File: src/rtl/frame_seq_pkg.sv
// Shared types and constants for the frame capture sequencer: state encoding,
// one-hot LEDR mapping and the state-bit indices read back by HPS software.
package frame_seq_pkg;

  localparam int WORDS_PER_FRAME_DEFAULT = 640 * 480 / 16;
  localparam int LED_W = 10;

  typedef enum logic [2:0] {
    ST_IDLE    = 3'd0,
    ST_ARM     = 3'd1,
    ST_SKIP    = 3'd2,
    ST_CAPTURE = 3'd3,
    ST_READ    = 3'd4,
    ST_DONE    = 3'd5,
    ST_ERR     = 3'd6
  } seq_state_e;

  // Bit positions in oSTATE; the HPS software decodes these.
  localparam int STATE_BIT_IDLE    = 0;
  localparam int STATE_BIT_ARM     = 1;
  localparam int STATE_BIT_SKIP    = 2;
  localparam int STATE_BIT_CAPTURE = 3;
  localparam int STATE_BIT_READ    = 4;
  localparam int STATE_BIT_DONE    = 5;
  localparam int STATE_BIT_ERR     = 6;

  localparam logic [LED_W-1:0] LED_IDLE    = 10'b1 << STATE_BIT_IDLE;
  localparam logic [LED_W-1:0] LED_ARM     = 10'b1 << STATE_BIT_ARM;
  localparam logic [LED_W-1:0] LED_SKIP    = 10'b1 << STATE_BIT_SKIP;
  localparam logic [LED_W-1:0] LED_CAPTURE = 10'b1 << STATE_BIT_CAPTURE;
  localparam logic [LED_W-1:0] LED_READ    = 10'b1 << STATE_BIT_READ;
  localparam logic [LED_W-1:0] LED_DONE    = 10'b1 << STATE_BIT_DONE;
  localparam logic [LED_W-1:0] LED_ERR     = 10'b1 << STATE_BIT_ERR;

  function automatic logic [LED_W-1:0] state_led(input seq_state_e s);
    case (s)
      ST_IDLE:    return LED_IDLE;
      ST_ARM:     return LED_ARM;
      ST_SKIP:    return LED_SKIP;
      ST_CAPTURE: return LED_CAPTURE;
      ST_READ:    return LED_READ;
      ST_DONE:    return LED_DONE;
      ST_ERR:     return LED_ERR;
      default:    return LED_IDLE;
    endcase
  endfunction

endpackage

File: src/rtl/frame_capture_sequencer_if.sv
// Signal bundle between the HPS/camera side (master) and the sequencer (slave).
interface frame_capture_sequencer_if #(
  parameter int ADDR_W = 16
);
  logic              iHPS_START;
  logic              iFVAL;
  logic              iWR_DVAL;
  logic              iRD_REQ;
  logic              oCAP_START;
  logic              oCAP_END;
  logic              oFIFO_LOAD;
  logic              oRD_STROBE;
  logic              oRD_ACK;
  logic [ADDR_W-1:0] oWORD_ADDR;
  logic [15:0]       oFRAME_CNT;
  logic [9:0]        oSTATE;
  logic              oERR;

  modport master (
    output iHPS_START, iFVAL, iWR_DVAL, iRD_REQ,
    input  oCAP_START, oCAP_END, oFIFO_LOAD, oRD_STROBE, oRD_ACK,
           oWORD_ADDR, oFRAME_CNT, oSTATE, oERR
  );

  modport slave (
    input  iHPS_START, iFVAL, iWR_DVAL, iRD_REQ,
    output oCAP_START, oCAP_END, oFIFO_LOAD, oRD_STROBE, oRD_ACK,
           oWORD_ADDR, oFRAME_CNT, oSTATE, oERR
  );
endinterface

File: src/rtl/seq_rd_handshake.sv
// Four-phase read responder: req rising edge -> one-cycle pop strobe, ack the
// cycle after, ack held until req drops, word address advances on ack drop.
// The req history runs even while disabled, so a req already high when the
// responder is enabled is not mistaken for a new request.
module seq_rd_handshake #(
  parameter int ADDR_W = 16
) (
  input  logic              clk,
  input  logic              rst,
  input  logic              en,
  input  logic              clr,
  input  logic              req,
  output logic              strobe,
  output logic              ack,
  output logic              done,
  output logic [ADDR_W-1:0] addr
);

  logic              req_prev_q, req_prev_d;
  logic              strobe_q, strobe_d;
  logic              ack_q, ack_d;
  logic [ADDR_W-1:0] addr_q, addr_d;
  logic              done_c;

  // Next-state for edge detect, strobe, ack and address.
  always_comb begin
    req_prev_d = req;
    done_c     = en & ~clr & ack_q & ~req;
    strobe_d   = en & ~clr & req & ~req_prev_q;
    ack_d      = en & ~clr & (strobe_q | (ack_q & req));
    addr_d     = addr_q;
    if (clr)         addr_d = '0;
    else if (done_c) addr_d = addr_q + 1'b1;
  end

  // Handshake registers.
  always_ff @(posedge clk or posedge rst) begin
    if (rst) begin
      req_prev_q <= 1'b0;
      strobe_q   <= 1'b0;
      ack_q      <= 1'b0;
      addr_q     <= '0;
    end else begin
      req_prev_q <= req_prev_d;
      strobe_q   <= strobe_d;
      ack_q      <= ack_d;
      addr_q     <= addr_d;
    end
  end

  assign strobe = strobe_q;
  assign ack    = ack_q;
  assign done   = done_c;
  assign addr   = addr_q;

endmodule

File: src/rtl/frame_capture_sequencer.sv
// Sequences one HPS-requested capture: arm, discard warm-up frames, capture one
// frame into the write FIFO, then serve HPS word reads.
// Optional watchdog: define FRAME_SEQ_TIMEOUT_EN to send SKIP/CAPTURE/READ to
// ERR after TIMEOUT_CYC cycles without progress.
//
// state   | meaning
// IDLE    | waiting for iHPS_START
// ARM     | one cycle: reload FIFO pointers, clear counters
// SKIP    | discarding FRAME_SKIP complete frames
// CAPTURE | capture path enabled, counting written words
// READ    | serving HPS four-phase word reads
// DONE    | all words read, waiting for start to drop
// ERR     | wrong word count (or watchdog), waiting for start to drop
module frame_capture_sequencer
  import frame_seq_pkg::*;
#(
  parameter int WORDS_PER_FRAME = WORDS_PER_FRAME_DEFAULT,
  parameter int FRAME_SKIP      = 1,
  parameter int ADDR_W          = 16,
  parameter int TIMEOUT_CYC     = 50000000
) (
  input logic iCLK,
  input logic iRST,
  frame_capture_sequencer_if.slave bus
);

  seq_state_e        state_q, state_d;
  logic              fval_prev_q;
  logic [ADDR_W-1:0] word_cnt_q, word_cnt_d, word_inc;
  logic [15:0]       skip_cnt_q, skip_cnt_d;
  logic [15:0]       frame_cnt_q, frame_cnt_d;
  logic              cap_start_q, cap_start_d;
  logic              cap_end_q, cap_end_d;
  logic              fifo_load_q, fifo_load_d;
  logic              err_q, err_d;
  logic [LED_W-1:0]  led_q, led_d;
  logic              frame_end, abort, hs_clr, hs_en;
  logic              hs_done;
  logic [ADDR_W-1:0] hs_addr;

`ifdef FRAME_SEQ_TIMEOUT_EN
  logic [31:0]       wd_cnt_q, wd_cnt_d;
  logic              wd_active;
`else
  logic              unused_timeout;
  assign unused_timeout = ^TIMEOUT_CYC;
`endif

  assign frame_end = fval_prev_q & ~bus.iFVAL;
  assign hs_en     = (state_q == ST_READ);

  seq_rd_handshake #(.ADDR_W(ADDR_W)) u_rd_hs (
    .clk    (iCLK),
    .rst    (iRST),
    .en     (hs_en),
    .clr    (hs_clr),
    .req    (bus.iRD_REQ),
    .strobe (bus.oRD_STROBE),
    .ack    (bus.oRD_ACK),
    .done   (hs_done),
    .addr   (hs_addr)
  );

  // Next state, counters and the registered output values.
  always_comb begin
    state_d     = state_q;
    word_cnt_d  = word_cnt_q;
    skip_cnt_d  = skip_cnt_q;
    frame_cnt_d = frame_cnt_q;
    abort       = 1'b0;
    word_inc    = word_cnt_q;
    if (bus.iWR_DVAL && (word_cnt_q != '1)) word_inc = word_cnt_q + 1'b1;

    case (state_q)
      ST_IDLE: if (bus.iHPS_START) state_d = ST_ARM;
      ST_ARM: begin
        word_cnt_d = '0;
        skip_cnt_d = '0;
        if (!bus.iHPS_START)    abort   = 1'b1;
        else if (FRAME_SKIP == 0) state_d = ST_CAPTURE;
        else                    state_d = ST_SKIP;
      end
      ST_SKIP: begin
        if (!bus.iHPS_START) abort = 1'b1;
        else if (frame_end) begin
          skip_cnt_d = skip_cnt_q + 1'b1;
          if (skip_cnt_d >= 16'(FRAME_SKIP)) state_d = ST_CAPTURE;
        end
      end
      ST_CAPTURE: begin
        if (!bus.iHPS_START) abort = 1'b1;
        else begin
          // A word strobed in the frame_end cycle is counted before the compare.
          word_cnt_d = word_inc;
          if (frame_end) begin
            if (word_inc == ADDR_W'(WORDS_PER_FRAME)) begin
              state_d     = ST_READ;
              frame_cnt_d = frame_cnt_q + 1'b1;
            end else begin
              state_d = ST_ERR;
            end
          end
        end
      end
      ST_READ: begin
        if (!bus.iHPS_START) abort = 1'b1;
        else if (hs_done && (hs_addr == ADDR_W'(WORDS_PER_FRAME - 1))) state_d = ST_DONE;
      end
      ST_DONE, ST_ERR: if (!bus.iHPS_START) state_d = ST_IDLE;
      default: state_d = ST_IDLE;
    endcase

    if (abort) begin
      state_d    = ST_IDLE;
      word_cnt_d = '0;
      skip_cnt_d = '0;
    end

`ifdef FRAME_SEQ_TIMEOUT_EN
    wd_active = (state_q == ST_SKIP) || (state_q == ST_CAPTURE) || (state_q == ST_READ);
    if (wd_active && !abort && (state_d == state_q) && (wd_cnt_q == 32'(TIMEOUT_CYC - 1)))
      state_d = ST_ERR;
    wd_cnt_d = (!wd_active || (state_d != state_q) || hs_done) ? '0 : wd_cnt_q + 1'b1;
`endif

    hs_clr      = abort || (state_q == ST_ARM);
    cap_start_d = (state_d == ST_CAPTURE);
    cap_end_d   = (state_d == ST_READ) || (state_d == ST_DONE) || (state_d == ST_ERR);
    fifo_load_d = (state_d == ST_ARM);
    err_d       = (state_d == ST_ERR);
    led_d       = state_led(state_d);
  end

  // Sequencer state and registered outputs.
  always_ff @(posedge iCLK or posedge iRST) begin
    if (iRST) begin
      state_q     <= ST_IDLE;
      fval_prev_q <= 1'b0;
      word_cnt_q  <= '0;
      skip_cnt_q  <= '0;
      frame_cnt_q <= '0;
      cap_start_q <= 1'b0;
      cap_end_q   <= 1'b0;
      fifo_load_q <= 1'b0;
      err_q       <= 1'b0;
      led_q       <= LED_IDLE;
`ifdef FRAME_SEQ_TIMEOUT_EN
      wd_cnt_q    <= '0;
`endif
    end else begin
      state_q     <= state_d;
      fval_prev_q <= bus.iFVAL;
      word_cnt_q  <= word_cnt_d;
      skip_cnt_q  <= skip_cnt_d;
      frame_cnt_q <= frame_cnt_d;
      cap_start_q <= cap_start_d;
      cap_end_q   <= cap_end_d;
      fifo_load_q <= fifo_load_d;
      err_q       <= err_d;
      led_q       <= led_d;
`ifdef FRAME_SEQ_TIMEOUT_EN
      wd_cnt_q    <= wd_cnt_d;
`endif
    end
  end

  assign bus.oCAP_START = cap_start_q;
  assign bus.oCAP_END   = cap_end_q;
  assign bus.oFIFO_LOAD = fifo_load_q;
  assign bus.oWORD_ADDR = hs_addr;
  assign bus.oFRAME_CNT = frame_cnt_q;
  assign bus.oSTATE     = led_q;
  assign bus.oERR       = err_q;

endmodule

File: src/flat_wrapper.sv
// flat-port wrapper written by rule: the top's interface ports become plain ports
module frame_capture_sequencer_flat import frame_seq_pkg::*;
#(
  parameter int WORDS_PER_FRAME = WORDS_PER_FRAME_DEFAULT,
  parameter int FRAME_SKIP      = 1,
  parameter int ADDR_W          = 16,
  parameter int TIMEOUT_CYC     = 50000000
)
  (iCLK, iRST, bus_iHPS_START, bus_iFVAL, bus_iWR_DVAL, bus_iRD_REQ, bus_oCAP_START, bus_oCAP_END, bus_oFIFO_LOAD, bus_oRD_STROBE, bus_oRD_ACK, bus_oWORD_ADDR, bus_oFRAME_CNT, bus_oSTATE, bus_oERR);
  frame_capture_sequencer_if #(.ADDR_W(ADDR_W)) bus_i ();
  input logic iCLK;
  input logic iRST;
  input wire logic [$bits(bus_i.iHPS_START)-1:0] bus_iHPS_START;
  input wire logic [$bits(bus_i.iFVAL)-1:0] bus_iFVAL;
  input wire logic [$bits(bus_i.iWR_DVAL)-1:0] bus_iWR_DVAL;
  input wire logic [$bits(bus_i.iRD_REQ)-1:0] bus_iRD_REQ;
  output wire logic [$bits(bus_i.oCAP_START)-1:0] bus_oCAP_START;
  output wire logic [$bits(bus_i.oCAP_END)-1:0] bus_oCAP_END;
  output wire logic [$bits(bus_i.oFIFO_LOAD)-1:0] bus_oFIFO_LOAD;
  output wire logic [$bits(bus_i.oRD_STROBE)-1:0] bus_oRD_STROBE;
  output wire logic [$bits(bus_i.oRD_ACK)-1:0] bus_oRD_ACK;
  output wire logic [$bits(bus_i.oWORD_ADDR)-1:0] bus_oWORD_ADDR;
  output wire logic [$bits(bus_i.oFRAME_CNT)-1:0] bus_oFRAME_CNT;
  output wire logic [$bits(bus_i.oSTATE)-1:0] bus_oSTATE;
  output wire logic [$bits(bus_i.oERR)-1:0] bus_oERR;
  assign bus_i.iHPS_START = bus_iHPS_START;
  assign bus_i.iFVAL = bus_iFVAL;
  assign bus_i.iWR_DVAL = bus_iWR_DVAL;
  assign bus_i.iRD_REQ = bus_iRD_REQ;
  assign bus_oCAP_START = bus_i.oCAP_START;
  assign bus_oCAP_END = bus_i.oCAP_END;
  assign bus_oFIFO_LOAD = bus_i.oFIFO_LOAD;
  assign bus_oRD_STROBE = bus_i.oRD_STROBE;
  assign bus_oRD_ACK = bus_i.oRD_ACK;
  assign bus_oWORD_ADDR = bus_i.oWORD_ADDR;
  assign bus_oFRAME_CNT = bus_i.oFRAME_CNT;
  assign bus_oSTATE = bus_i.oSTATE;
  assign bus_oERR = bus_i.oERR;
  frame_capture_sequencer #(.WORDS_PER_FRAME(WORDS_PER_FRAME), .FRAME_SKIP(FRAME_SKIP), .ADDR_W(ADDR_W), .TIMEOUT_CYC(TIMEOUT_CYC)) u_core (.iCLK(iCLK), .iRST(iRST), .bus(bus_i));
endmodule
File: config.mk
export PLATFORM = sky130hd
export DESIGN_NAME = frame_capture_sequencer_flat
export DESIGN_NICKNAME = d
export VERILOG_FILES = /design/src/rtl/frame_seq_pkg.sv /design/src/rtl/frame_capture_sequencer_if.sv /design/src/rtl/seq_rd_handshake.sv /design/src/rtl/frame_capture_sequencer.sv /design/src/flat_wrapper.sv
export SDC_FILE = /design/constraint.sdc
export NUM_CORES = 1
export LEC_CHECK = 0
export ABC_AREA = 1
export CORE_MARGIN = 2
export CORE_UTILIZATION = 39
export CTS_CLUSTER_DIAMETER = 80
export DETAILED_ROUTE_END_ITERATION = 10
export PLACE_DENSITY = 0.65
export RECOVER_POWER = 100
export SLEW_MARGIN = 20
export SYNTH_ARGS = -nofsm -noshare
export SYNTH_HDL_FRONTEND = slang
export SYNTH_SLANG_ARGS = --single-unit
File: constraint.sdc
create_clock -name iCLK -period 4.2 [get_ports iCLK]
set_clock_uncertainty 0.05 [all_clocks]
set_input_delay 0.84 -clock iCLK [delete_from_list [all_inputs] [get_ports iCLK]]
set_output_delay 0.84 -clock iCLK [all_outputs]
set_load 0.01 [all_outputs]
==> metrics.md, run 1 <==
| Metric | Value |
|---|---|
| Status | finished, violations left |
| Failing checks | max-capacitance violations, max-slew violations |
| Buffer and inverter count on the worst path | 3 |
| Register-to-Register Path Depth | 12 |
| Final setup vio count | 0 |
| CP Class | primary input to flip-flop |
| CP startpoint kind | primary input |
| Post_cts resized | 0 |
| Hold_buf cts | 0 |
| Sink Count | 81 |
| CTS Buf Count | 9 |
| Slew Limit Fails | 41 |
| Power density over the cells | 381 nW/µm² |
| Root Buffer Master | clkbuf_16 |
| Area after DPL | 5580 µm² |
| Port Buffers | 50 |
| Final Hold Viols | 0 |
| Fin crit period | 3.28 ns |
| CP max stage delay | 0.65 ns |
| Worst r2r src | u_core.word_cnt_q[1] |
| 1st-pass router iterations | 5 |
| Layout cell share with drive strength beyond 1 | 6.36% |
| Top cell type by total area after synthesis | dfrtp_1 |
| Crit path max-delay family | buffers and inverters |
| Dominant synthesized flop cell | dfrtp_1 |
| Syn Inst Count | 666 |
| Setup TNS Final | 0 ns |
| Post-detailed-route count of antenna-violating nets | 0 |
| Top-count cell post-synth | nand2_1 |
| End of the worst register-to-register path | u_core.bus.oFRAME_CNT[9] |
| Power Total | 0.00222 W |
| Hold Startpoint | u_core.u_rd_hs.req_prev_q |
| Pin count of the biggest net entering global routing | 41 |
| Vias in the first global route | 4290 |
| Post CTS Setup Buffer Count | 0 |
| Die Y | 116 µm |
| Tcrit/Tclk final | 78.1% |
| DP HPWL | 8800 µm |
| Final #Nets | 731 |
| Max-slew headroom | -22.5% |
| Die Wd | 116 µm |
| Max-cap check violation count | 1 |
| # diodes | 0 |
| Max Clock Freq | 0.305 GHz |
| First-pass GRT wire length | 20300 µm |
| Skew-Pair Late Insertion Delay | 0.33 ns |
| Worst Path Arrival | 3.43 ns |
| Yosys warnings | 0 |
| DRT Wirelength | 12100 µm |
| RSZ-0062 raised after global routing | no |
| CTS tree | yes |
| Syn Area/Cell | 7.39 µm² |
| Vias | 4541 |
| Post-synth ARST share | 100% |
| Cell area after layout | 5830 µm² |
| Worst-path cell chain | dlygate4sd3_1 > inv_1 > o21ai_2 > nand2_1 > o22ai_1 > nor2_1 > inv_1 > o21ai_0 |
| GRT Overall Usage | 18.7% |
| Core Rows | 41 |
| Die Footprint | 13500 µm² |
| Critical path depth | 8 |
| Congestion Overflow GR | 0 |
| Core Area | 12500 µm² |
| CP dominant cell by count | inv_1 |
| Worst-path clk slew | 0.06 ns |
| CP required | 4.35 ns |
| Post-route insts no fill | 895 |
| Worst min path class | flip-flop to flip-flop |
| Initial DRC count | 355 |
| Cell Area, Synth | 4920 µm² |
| Number of top-level pins | 54 |
| Initial antenna violation count | 0 |
| GPL Wtd Cong | 0.945 |
| H-tree level count | 3 |
| Slowest CP cell | o22ai_1 |
| WL/cell | 13.5 µm |
| #FFs+latches synth | 81 |
| Peak VDD IR | 239 µV |
| Leak Pwr | 2.70 nW |
| Worst Setup SP | bus_iHPS_START |
| CTS max path bufs | 2 |
| Final worst setup slack | 0.920 ns |
| Yosys top cell area share | 40.7% |
| Ranking of synthesized cells by area | dfrtp_1 (41%), nand2_1 (13%), inv_1 (6.4%), nor2_1 (5.7%), nand3_1 (4.3%) |
| Sequential share of the synthesized area | 41.2% |
| Reg2Reg Setup Slack | 0.93 ns |
| Top cells by count, synth | nand2_1 (174), inv_1 (84), dfrtp_1 (80), nor2_1 (75), nand3_1 (42) |
| Pre-CTS setup slack | 0.931 ns |
| EDFF count, synth | 0 |
| Peak fanout along the critical path | 11 |
| Placed insts | 880 |
| Area grow syn2layout | 18.6% |
| Starting Density | 39.5% |
| Remaining DRCs | 0 |
| Average vias per placed instance | 5.07 |
| Hold path depth | 1 |
| Worst-Margin Slew | 1.83 ns |
| Crit end category | flip-flop |
| Hold Path Sink | u_core.u_rd_hs.strobe |
| Unique masters post-synth | 39 |
## placed cells by master (no fill, tap or decap), types with 4 or more instances in the layout
| master | instances |
|---|---|
| a21oi_1 | 16 |
| a32o_1 | 4 |
| buf_4 | 4 |
| clkbuf_16 | 9 |
| dfrtp_1 | 80 |
| dlygate4sd3_1 | 49 |
| ha_1 | 6 |
| inv_1 | 83 |
| nand2_1 | 177 |
| nand2_2 | 10 |
| nand3_1 | 42 |
| nand4_1 | 30 |
| nor2_1 | 78 |
| nor2_2 | 6 |
| nor3_1 | 18 |
| nor4_1 | 7 |
| o21ai_0 | 26 |
| o22ai_1 | 13 |
| xnor2_1 | 9 |
| xor2_1 | 19 |
## report_power, final
part | leakage (nW) | internal [W] | switching [W]
sequential | 1.11 | 0.000837 | 0.0000458
combinational | 1.44 | 0.000150 | 0.000392
clock | 0.142 | 0.000490 | 0.000305
## cell type report
class	instances	area (µm²)
fill	1238	6630
multi-input combinational	484	2430
sequential	81	2030
timing repair buffer	55	534
clock inverter	2	37.5
clock buffer	13	260
inverter	88	332
tap	172	215
## layer usage
layer	GRT usage, %	share of wire (%)	up-vias
met1	25.6	48	2133
li1	-	-	2269
met5	0	0	-
met2	29.7	46	127
met3	4.83	5.1	12
met4	4.84	0.88	0
## state kept, by name, indices dropped and copies added, names as in the netlist
| name | count |
|---|---|
| u_core.bus.oFIFO_LOAD | 1 |
| u_core.u_rd_hs.ack | 1 |
| u_core.u_rd_hs.addr | 16 |
| u_core.skip_cnt_q | 16 |
| u_core.bus.oSTATE | 6 |
| u_core.bus.oFRAME_CNT | 16 |
| u_core.bus.oCAP_END | 1 |
| u_core.state_q | 3 |
| u_core.word_cnt_q | 16 |
| u_core.u_rd_hs.req_prev_q | 1 |
| u_core.bus.oCAP_START | 1 |
| u_core.fval_prev_q | 1 |
| u_core.u_rd_hs.strobe | 1 |
| u_core.bus.oERR | 1 |
## worst max path at each step
stage,endpoint,slack (ns)
after detailed placement,u_core.bus.oFRAME_CNT[9],0.93
final,u_core.skip_cnt_q[2],0.92
after global routing,u_core.bus.oSTATE[5],0.55
after CTS,u_core.bus.oFRAME_CNT[9],1.27
after floorplan,u_core.bus.oCAP_END,1.23
after global placement,u_core.bus.oFRAME_CNT[4],0.95
## worst reg2reg max path, stage by stage, from the launching register on
cell and delay [ns]:
dfrtp_1 0.43, ha_1 0.26, nand2_2 0.06, nor2_1 0.22, nand2_1 0.22, o21ai_2 0.56, o21ai_0 0.28, nor2_1 0.16
nand4_2 0.12, nor2_4 0.31, nand3_2 0.30, nand2_1 0.13, nand2_1 0.06
## kinds of logic (layout without fill, tap and decap cells)
group / count (synthesis) / in the layout / synth area share (%)
simple gates: 378 / 378 / 35.0
xor+xnor: 28 / 28 / 4.99
flops: 81 / 81 / 41.2
buf+inv: 103 / 158 / 8.67
other cells: 1 / 3 / 0.0762
fa+ha+maj: 6 / 6 / 1.53
compound gates: 69 / 69 / 8.47
## stage by stage
stage                     utilization (%)  hold WS, ns
after floorplan                         -        0.333
after global placement               44.8        0.351
after detailed placement             44.8        0.359
after CTS                            47.2        0.369
after global routing                 46.8        0.386
final                                46.8        0.366
Note: power is estimated with default switching activity, not from simulation.
==> inputs of run 2 (changes only) <==
==> constraint.sdc (replaced) <==
create_clock -name iCLK -period 3.3 [get_ports iCLK]
set_clock_uncertainty 0.05 [all_clocks]
set_input_delay 0.66 -clock iCLK [delete_from_list [all_inputs] [get_ports iCLK]]
set_output_delay 0.66 -clock iCLK [all_outputs]
set_load 0.01 [all_outputs]
==> metrics.md, run 2 (synthesis gave the netlist of run 1 again) <==
| Metric | Value |
|---|---|
| Status | finished, violations left |
| Failing checks | max-capacitance violations, max-slew violations |
| Multi-input logic area | 2450 µm² (+0.98%) |
| WL/cell | 13.4 µm (-0.73%) |
| Root Buffer Master | clkbuf_16 |
| CP Class | primary input to flip-flop |
| Reg2Reg Setup Slack | 0.62 ns (-0.31 ns) |
| Congestion Overflow GR | 0 (unchanged) |
| H-tree level count | 3 (unchanged) |
| Final worst setup slack | 0.496 ns (-0.424 ns) |
| Worst-Margin Slew | 2.04 ns (+0.210 ns) |
| Setup TNS Final | 0 ns (unchanged) |
| Initial DRC count | 349 (-1.7%) |
| Internal power | 0.00201 W (+36%) |
| Worst min path class | flip-flop to flip-flop |
| Switching part of the total | 33.1% (-0.32 points) |
| Tcrit/Tclk final | 85.0% |
| Final setup vio count | 0 (unchanged) |
| Sink Count | 81 (unchanged) |
| 1st-pass router iterations | 5 (unchanged) |
| Leak Pwr | 2.75 nW (+2.1%) |
| Starting Density | 39.5% (unchanged) |
| Power density over the cells | 508 nW/µm² (+33%) |
| Vias in the first global route | 4420 (+3.0%) |
| Most frequent cells in the layout | nand2_1 (177), inv_1 (83), dfrtp_1 (80) |
| First-pass GRT wire length | 20400 µm (+0.48%) |
| CTS tree | yes |
| Pin count of the biggest net entering global routing | 82 (+100%) |
| Max Clock Freq | 0.357 GHz |
| Layout cell share with drive strength beyond 1 | 7.29% (+0.93 points) |
| CP required | 3.44 ns (-0.91 ns) |
| Max-cap check violation count | 1 (unchanged) |
| P_sw | 0.000993 W (+34%) |
| Most common cell after layout, fill and taps aside | nand2_1 |
| # diodes | 0 (unchanged) |
| Crit end category | flip-flop |
| DRT Wirelength | 12000 µm (-0.28%) |
| Power share of the sequential group | 37.5% (-2.3 points) |
| Area grow syn2layout | 20.2% |
| Fillers | 1222 (-1.3%) |
| Port Buffers | 50 (unchanged) |
| Initial antenna violation count | 0 (unchanged) |
| Placed insts | 883 (+0.34%) |
| Core Rows | 41 (unchanged) |
| Slew Limit Fails | 82 (+100%) |
| Peak VDD IR | 308 µV (+29%) |
| Number of top-level pins | 54 (unchanged) |
| Die Wd | 116 µm (unchanged) |
| CP startpoint kind | primary input |
| Post_cts resized | 0 (unchanged) |
| DP HPWL | 8730 µm (-0.70%) |
| Die Y | 116 µm (unchanged) |
| Skew-Pair Late Insertion Delay | 0.34 ns (about the same) |
| Post-detailed-route count of antenna-violating nets | 0 (unchanged) |
| Slowest CP cell | dlygate4sd3_1 |
| Hold_buf cts | 0 (unchanged) |
| Remaining DRCs | 0 (unchanged) |
| CP max stage delay | 0.63 ns (-0.02 ns) |
| CTS Buf Count | 9 (unchanged) |
| Final #Nets | 734 (+0.41%) |
| CTS max path bufs | 2 (unchanged) |
| Area after DPL | 5620 µm² (+0.63%) |
| Fin crit period | 2.80 ns |
| GPL Wtd Cong | 0.913 (-3.3%) |
| Combinational power share | 24.8% (+0.4 points) |
| Worst-path clk slew | 0.06 ns (about the same) |
| Average vias per placed instance | 5.02 (-0.99%) |
| Die Footprint | 13500 µm² (unchanged) |
| Peak fanout along the critical path | 13 (+2) |
| Seq. cell area | 2030 µm² (unchanged) |
| Post CTS Setup Buffer Count | 0 (unchanged) |
| Post-route insts no fill | 899 (+0.45%) |
| Worst Path Arrival | 2.94 ns (-0.49 ns) |
| RSZ-0062 raised after global routing | no |
| Pre-CTS setup slack | 0.292 ns (-0.639 ns) |
| Final Hold Viols | 0 (unchanged) |
| GRT Overall Usage | 18.7% (about the same) |
| Cell area after layout | 5910 µm² (+1.4%) |
| Max-slew headroom | -35.8% (-13 points) |
| Core Area | 12500 µm² (unchanged) |
| Clk pwr share | 37.7% (+1.9 points) |
| Vias | 4516 (-0.55%) |
| Worst-path cell chain | dlygate4sd3_1 > inv_1 > o21ai_2 > nand2_1 > inv_1 > nand2_1 > clkbuf_1 > o22ai_1 |
-- run 2: layout make-up --
cell class / instances / area share [%]
Clock buffer: 12 / 4.51
Clock inverter: 4 / 1.25
Inverter: 88 / 5.61
Multi-Input combinational cell: 484 / 41.4
Sequential cell: 81 / 34.3
Tap cell: 172 / 3.64
Timing Repair Buffer: 58 / 9.25
-- run 2: worst paths after layout --
path	startpoint	cells past startpoint	to
worst max-delay path	bus_iHPS_START	8	u_core.word_cnt_q[9]
worst min register to register	u_core.u_rd_hs.req_prev_q	1	u_core.u_rd_hs.strobe
worst min-delay path	u_core.u_rd_hs.req_prev_q	1	u_core.u_rd_hs.strobe
max in group asynchronous	iRST	3	u_core.skip_cnt_q[2]
worst max register to register	u_core.word_cnt_q[1]	15	u_core.bus.oSTATE[2]
min in group asynchronous	iRST	3	u_core.skip_cnt_q[7]
-- run 2: stage by stage --
stage	utilization [%]	hold slack [ns]	total power [W]
floorplan	-	0.333	0.00164
global placement	45.1	0.354	0.00191
detailed placement	45.1	0.342	0.00194
CTS	47.8	0.365	0.00308
global route	47.4	0.381	0.00317
finish	47.4	0.369	0.00300
-- run 2: layer usage --
metal  routed length (µm)  vias to the layer above  GRT usage (%)
li1                     -                     2279              -
met1                 5810                     2122           25.1
met2                 5690                      102           30.7
met3                  447                       13           3.79
met4                   97                        0           5.71
met5                    0                        -              0
-- run 2: critical path: cells and delay by family --
| family | cells | cell delay [ns] |
|---|---|---|
| AOI/OAI and AO/OA | 2 | 0.35 |
| and+or+nand+nor | 2 | 0.38 |
| buffers and inverters | 4 | 1.54 |
-- run 2: power groups by stage --
stage | clock network, W | registers, W | logic, W
CTS | 0.00116 | 0.00113 | 0.000798
finish | 0.00113 | 0.00113 | 0.000743
detailed placement | 0 | 0.00114 | 0.000792
global placement | 0 | 0.00115 | 0.000768
global route | 0.00119 | 0.00114 | 0.000838
floorplan | 0 | 0.00114 | 0.000494
